===== src/rtl/processor_defines.sv =====
// Shared control encodings for the load and jump units.
// LD_* values drive the load/store unit byte-lane and sign-extension control; the
// JMP_* values select the PC source in execute. The NOP encodings are all-zero.
`ifndef PROCESSOR_DEFINES_SV
`define PROCESSOR_DEFINES_SV

`define LB      5'b00001
`define LH      5'b00010
`define LW      5'b00100
`define LBU     5'b01000
`define LHU     5'b10000
`define LD_NOP  5'b00000

`define JAL     2'b01
`define JALR    2'b10
`define JMP_NOP 2'b00

`endif


===== src/rtl/decode_pkg.sv =====
// Types and constants shared by the decode stage and its field decoder.
// dec_entry_t carries pc/imm at the widest supported XLEN; users keep the low XLEN bits.
package decode_pkg;

`include "processor_defines.sv"

  localparam int unsigned XLEN_MAX = 64;

  localparam logic [6:0] OP_LOAD = 7'b0000011;
  localparam logic [6:0] OP_JAL  = 7'b1101111;
  localparam logic [6:0] OP_JALR = 7'b1100111;

  localparam logic [4:0] LB      = `LB;
  localparam logic [4:0] LH      = `LH;
  localparam logic [4:0] LW      = `LW;
  localparam logic [4:0] LBU     = `LBU;
  localparam logic [4:0] LHU     = `LHU;
  localparam logic [4:0] LD_NOP  = `LD_NOP;
  localparam logic [1:0] JAL     = `JAL;
  localparam logic [1:0] JALR    = `JALR;
  localparam logic [1:0] JMP_NOP = `JMP_NOP;

  typedef enum logic [1:0] {
    CL_OTHER = 2'd0,
    CL_LOAD  = 2'd1,
    CL_JAL   = 2'd2,
    CL_JALR  = 2'd3
  } inst_class_t;

  typedef struct packed {
    logic [XLEN_MAX-1:0] pc;
    logic [4:0]          rd;
    logic [4:0]          rs1;
    logic [XLEN_MAX-1:0] imm;
    logic [4:0]          ld_control;
    logic [1:0]          jump_control;
    inst_class_t         cls;
    logic                illegal;
  } dec_entry_t;

  localparam dec_entry_t ENTRY_RST = '{
    pc:           '0,
    rd:           '0,
    rs1:          '0,
    imm:          '0,
    ld_control:   LD_NOP,
    jump_control: JMP_NOP,
    cls:          CL_OTHER,
    illegal:      1'b0
  };

endpackage


===== src/rtl/decode_fields.sv =====
// Combinational decoder for load and jump instructions.
// Ports:
//   instr  in   32-bit raw instruction
//   pc     in   XLEN-bit PC of instr
//   entry  out  decoded entry (pc zero-extended, imm sign-extended to XLEN_MAX)
module decode_fields
  import decode_pkg::*;
#(
  parameter int unsigned XLEN = 32
) (
  input  logic [31:0]     instr,
  input  logic [XLEN-1:0] pc,
  output dec_entry_t      entry
);

  logic [6:0]          opcode;
  logic [2:0]          funct3;
  logic [XLEN_MAX-1:0] imm_i;
  logic [XLEN_MAX-1:0] imm_j;

  assign opcode = instr[6:0];
  assign funct3 = instr[14:12];
  assign imm_i  = {{52{instr[31]}}, instr[31:20]};
  assign imm_j  = {{43{instr[31]}}, instr[31], instr[19:12], instr[20], instr[30:21], 1'b0};

  always_comb begin
    entry    = ENTRY_RST;
    entry.pc = XLEN_MAX'(pc);
    entry.rd = instr[11:7];
    case (opcode)
      OP_LOAD: begin
        entry.cls = CL_LOAD;
        entry.rs1 = instr[19:15];
        entry.imm = imm_i;
        case (funct3)
          3'd0:    entry.ld_control = LB;
          3'd1:    entry.ld_control = LH;
          3'd2:    entry.ld_control = LW;
          3'd4:    entry.ld_control = LBU;
          3'd5:    entry.ld_control = LHU;
          default: entry.illegal    = 1'b1;
        endcase
      end
      OP_JAL: begin
        entry.cls          = CL_JAL;
        entry.imm          = imm_j;
        entry.jump_control = JAL;
      end
      OP_JALR: begin
        entry.cls = CL_JALR;
        entry.rs1 = instr[19:15];
        if (funct3 == 3'd0) begin
          entry.jump_control = JALR;
          entry.imm          = imm_i;
        end else begin
          entry.illegal = 1'b1;
        end
      end
      default: ;
    endcase
    // Illegal encodings must never write back.
    if (entry.illegal) entry.rd = '0;
  end

endmodule


===== src/rtl/decode_stage.sv =====
// Registered decode stage: decodes load/jump instructions and buffers them in a small FIFO.
// Ports:
//   clk, reset                     clock, asynchronous active-high reset
//   in_valid/in_ready              fetch handshake; in_instr, in_pc instruction and its PC
//   flush                          drop all buffered entries and the incoming instruction
//   out_valid/out_ready            execute handshake; out_* fields are the FIFO head entry
//   illegal_count                  saturating count of accepted illegal instructions
module decode_stage
  import decode_pkg::*;
#(
  parameter int unsigned XLEN       = 32,
  parameter int unsigned FIFO_DEPTH = 2,
  parameter int unsigned CNT_W      = 16
) (
  input  logic              clk,
  input  logic              reset,
  input  logic              in_valid,
  output logic              in_ready,
  input  logic [31:0]       in_instr,
  input  logic [XLEN-1:0]   in_pc,
  input  logic              flush,
  output logic              out_valid,
  input  logic              out_ready,
  output logic [XLEN-1:0]   out_pc,
  output logic [4:0]        out_rd,
  output logic [4:0]        out_rs1,
  output logic [XLEN-1:0]   out_imm,
  output logic [4:0]        out_ld_control,
  output logic [1:0]        out_jump_control,
  output logic [1:0]        out_class,
  output logic              out_illegal,
  output logic [CNT_W-1:0]  illegal_count
);

  localparam int unsigned PTR_W    = $clog2(FIFO_DEPTH);
  localparam int unsigned CNT_BITS = $clog2(FIFO_DEPTH + 1);
  localparam logic [CNT_BITS-1:0] FULL = CNT_BITS'(FIFO_DEPTH);

  dec_entry_t          dec_entry;
  dec_entry_t          mem_q [FIFO_DEPTH];
  dec_entry_t          head;
  logic [PTR_W-1:0]    wr_ptr_q, wr_ptr_d, rd_ptr_q, rd_ptr_d;
  logic [CNT_BITS-1:0] count_q, count_d;
  logic [CNT_W-1:0]    ill_cnt_q, ill_cnt_d;
  logic                push, pop;

  decode_fields #(
    .XLEN (XLEN)
  ) u_fields (
    .instr (in_instr),
    .pc    (in_pc),
    .entry (dec_entry)
  );

  assign in_ready  = (count_q != FULL);
  assign out_valid = (count_q != '0);
  assign push      = in_valid && in_ready && !flush;
  assign pop       = out_valid && out_ready && !flush;

  always_comb begin
    wr_ptr_d  = wr_ptr_q;
    rd_ptr_d  = rd_ptr_q;
    count_d   = count_q;
    ill_cnt_d = ill_cnt_q;
    if (flush) begin
      wr_ptr_d = '0;
      rd_ptr_d = '0;
      count_d  = '0;
    end else begin
      // Depth is a power of two, so pointer overflow is the modulo wrap.
      if (push) wr_ptr_d = wr_ptr_q + PTR_W'(1);
      if (pop)  rd_ptr_d = rd_ptr_q + PTR_W'(1);
      case ({push, pop})
        2'b10:   count_d = count_q + CNT_BITS'(1);
        2'b01:   count_d = count_q - CNT_BITS'(1);
        default: ;
      endcase
    end
    if (push && dec_entry.illegal && (ill_cnt_q != '1)) ill_cnt_d = ill_cnt_q + CNT_W'(1);
  end

  always_ff @(posedge clk or posedge reset) begin
    if (reset) begin
      wr_ptr_q  <= '0;
      rd_ptr_q  <= '0;
      count_q   <= '0;
      ill_cnt_q <= '0;
      for (int i = 0; i < int'(FIFO_DEPTH); i++) mem_q[i] <= ENTRY_RST;
    end else begin
      wr_ptr_q  <= wr_ptr_d;
      rd_ptr_q  <= rd_ptr_d;
      count_q   <= count_d;
      ill_cnt_q <= ill_cnt_d;
      if (push) mem_q[wr_ptr_q] <= dec_entry;
    end
  end

  assign head             = mem_q[rd_ptr_q];
  assign out_pc           = head.pc[XLEN-1:0];
  assign out_rd           = head.rd;
  assign out_rs1          = head.rs1;
  assign out_imm          = head.imm[XLEN-1:0];
  assign out_ld_control   = head.ld_control;
  assign out_jump_control = head.jump_control;
  assign out_class        = head.cls;
  assign out_illegal      = head.illegal;
  assign illegal_count    = ill_cnt_q;

  // Upper pc/imm bits are only meaningful when XLEN is the maximum width.
  logic unused_head;
  assign unused_head = ^{head.pc, head.imm};

endmodule


===== config.mk =====
export PLATFORM = sky130hd
export DESIGN_NAME = decode_stage
export DESIGN_NICKNAME = d
export VERILOG_FILES = /design/src/rtl/decode_pkg.sv /design/src/rtl/decode_fields.sv /design/src/rtl/decode_stage.sv
export VERILOG_INCLUDE_DIRS = /design/src /design/src/rtl
export SDC_FILE = /design/constraint.sdc
export NUM_CORES = 1
export LEC_CHECK = 0
export CORE_ASPECT_RATIO = 0.6
export CORE_MARGIN = 3
export CORE_UTILIZATION = 38
export CTS_CLUSTER_DIAMETER = 60
export CTS_CLUSTER_SIZE = 10
export DETAILED_ROUTE_END_ITERATION = 10
export PLACE_DENSITY_LB_ADDON = 0.15
export SYNTH_ARGS = -nofsm -noshare
export SYNTH_HDL_FRONTEND = slang
export SYNTH_SLANG_ARGS = --single-unit

===== constraint.sdc =====
create_clock -name clk -period 11.3 [get_ports clk]
set_input_delay 2.26 -clock clk [delete_from_list [all_inputs] [get_ports clk]]
set_output_delay 2.26 -clock clk [all_outputs]
set_load 0.01 [all_outputs]

==> impl_metrics.toml <==
[flow_run]
maxCapViolations = 0

[floorplan]
start_util_pct = 39.0
design.core.area_mm2 = 0.0192
io_pins = 171
num_rows = 39
die-area_mm2 = 0.0215
die_h_um = 115
die_width_um = 187

[worst_setup_path]
crit_path_start = "rd_ptr_q"
crit_end = "out_imm[24]"
critPathArrivalTime_ns = 2.82
end_kind = "output port"
cp-start-kind = "register"
worstPathMaxFanout = 44
r2r-end = "mem_q[27]"
rrSetupSlack_ns = 8.76
setup.worst_path.class = "reg2out"
ff2ff_path_depth = 5
required_ns = 9.04
timing.rr.start = "count_q[0]"

[route]
drc_errors = 0
vias_per_cell = 4.78
ant_nets = 0
num_vias = 5789
drtIter0Drc = 386
dr.pass1.iters = 8
finalWirelength_mm = 19.3
wl_per_cell_um = 16.0

[clocking]
root_buffer = "clkbuf_16"
cts_setup_buffers = 0
clk_pin_slew_ns = 0.06
cts_max_path_buffers = 2
cts_made_buffers = 17
htreeDepth = 4
cts_tree = "built"
worstSkewPairLatency_ns = 0.42
cts.sinks = 166
cts-resized-gates = 0
hold_buffers = 0

[timing]
final.setup.tns_ns = 0
clock_skew_ns = 0.00812
finalSetupViolations = 0
period_minus_slack_ns = 5.08
worstMarginPinSlew_ns = 1.19
rsz0062_at_grt = "no"
hold_viol = 0
fmax_ghz = 0.197
fin_crit_sh_pct = 45.0
drv_slew = 0
slew_headroom_pct = 20.4

[synthesis]
synth_area_mm2 = 0.00749
synth.mux.area_fraction_pct = 11.1
synth_adder_area_share_pct = 0.167
yosys_warnings = 0
seq_area_frac_synth_pct = 55.5
yosys.area_share.simple_pct = 21.4
ys_ff_latch = 166
ys.flop_type = "dfrtp_1"
syn_avg_cell_area_um2 = 9.43
synth_top_family_by_area = "simple AND/OR/NAND/NOR gates"
synth_compound_area_share_pct = 6.05
synth_edf_count = 0
synth_cells = 794
synth-xor-area-share_pct = 1.99
async_reset_ff_share_pct = 100
yosysUniqueCellTypes = 36
syn_nets = 864

[placement]
hpwl_mm = 12.6
dp_cells = 1180
globalplace.congestion = 0.750
io_buffers = 170

[grt]
grt_pass1_vias = 5631
grt_first_pass_wirelength_mm = 31.4
grt_use_total_pct = 18.4
overflow = 0
antenna_found_initial = 0
grt_max_degree = 96

[pwr]
leakage_uw = 0.00453
cellPowerDensity_mw_per_mm2 = 166
irDropWorstVdd_mv = 0.120

[layout]
drive_above_1_share_pct = 12.9
finalCoreUtilization_pct = 51.7
layout-area-overhead-vs-synth_pct = 32.5
final_common_cell = "nand2_1"
antenna_cells = 0
nets = 1003
layout_common_cells = "302 x nand2_1, 170 x clkdlybuf4s50_1, 165 x dfrtp_1"
fill_cells = 1754
fin_cells = 1211

[min_path]
min_path_cells = 2
min_path_type = "reg2reg"

[status]
status = "completed"
==> power by group <==
| part | internal, uW | switching, uW |
|---|---|---|
| Clock | 357 | 234 |
| Sequential | 682 | 49.4 |
| Combinational | 171 | 151 |
| Total | 1210 | 434 |
==> worst max-delay path, cell delays in order (launching register included) <==
cell	delay [ns]
dfrtp_4	0.75
buf_4	0.63
mux2_2	0.50
clkdlybuf4s50_1	0.51
==> registers in the layout, summed over array words and instances (netlist names) <==
register       cells
count_q            2
illegal_count     16
wr_ptr_q           1
rd_ptr_q           1
mem_q            146
==> kinds of logic after synthesis <==
logic type               Yosys count
XOR/XNOR                          17
AO/OA/AOI/OAI                     87
buffers and inverters             61
flip-flops                       166
AND/OR/NAND/NOR                  388
adder cells (fa/ha/maj)            1
multiplexers                      74
==> area by class of cell <==
cell class	count	area, um2	area share [%]
inverters	6	27.5	0.277
flip-flops and latches	166	4160	41.9
clock inverters	9	128	1.29
clock buffers	22	464	4.68
well taps	266	333	3.35
repair buffers	175	1740	17.5
multi-input cells	567	3070	31.0
==> metal layers <==
| metal | part of all wire, % | track usage (%) | routed length [um] |
|---|---|---|---|
| met1 | 53 | 28.8 | 10200 |
| met2 | 42 | 25.9 | 8040 |
| met3 | 4.8 | 4.11 | 923 |
| met4 | 0.93 | 4.48 | 179 |
| met5 | 0 | 0 | 0 |
==> worst min path at each step <==
stage                from    endpoint
2_1_floorplan    mem_q[8]    mem_q[8]
3_3_place_gp    mem_q[97]   mem_q[97]
3_5_place_dp   mem_q[103]  mem_q[103]
4_1_cts        mem_q[103]  mem_q[103]
5_1_grt         mem_q[84]   mem_q[84]
6_report        mem_q[91]   mem_q[91]
==> stage by stage <==
stage	setup slack [ns]	hold slack (ns)	total power, uW	cell area [um2]
floorplan	4.55	0.438	903	7490
global placement	6.39	0.454	1060	9330
detailed placement	6.33	0.457	1070	9330
CTS	6.17	0.471	1660	9920
global route	6.09	0.493	1730	9920
finish	6.22	0.469	1640	9920
==> synth_stat cells (2+ instances only) <==
| master | count | area [um2] |
|---|---|---|
| nand2_1 | 303 | 1140 |
| dfrtp_1 | 166 | 4150 |
| mux2_2 | 74 | 833 |
| o21ai_0 | 60 | 300 |
| clkbuf_1 | 41 | 154 |
| nor2_1 | 35 | 131 |
| a21oi_1 | 20 | 100 |
| xor2_1 | 13 | 114 |
| nand3_1 | 12 | 60.1 |
| buf_4 | 11 | 82.6 |
| inv_1 | 6 | 22.5 |
| nand4_1 | 6 | 37.5 |
| nor3_1 | 6 | 30.0 |
| nor3_2 | 5 | 50.1 |
| nand2b_1 | 4 | 25.0 |
| xnor2_1 | 4 | 35.0 |
| and3_1 | 3 | 18.8 |
| nor2b_1 | 3 | 18.8 |
| buf_6 | 2 | 22.5 |
| nor4_2 | 2 | 25.0 |
| o41ai_1 | 2 | 17.5 |
| or2_2 | 2 | 12.5 |
(Power assumes the default switching activity.)
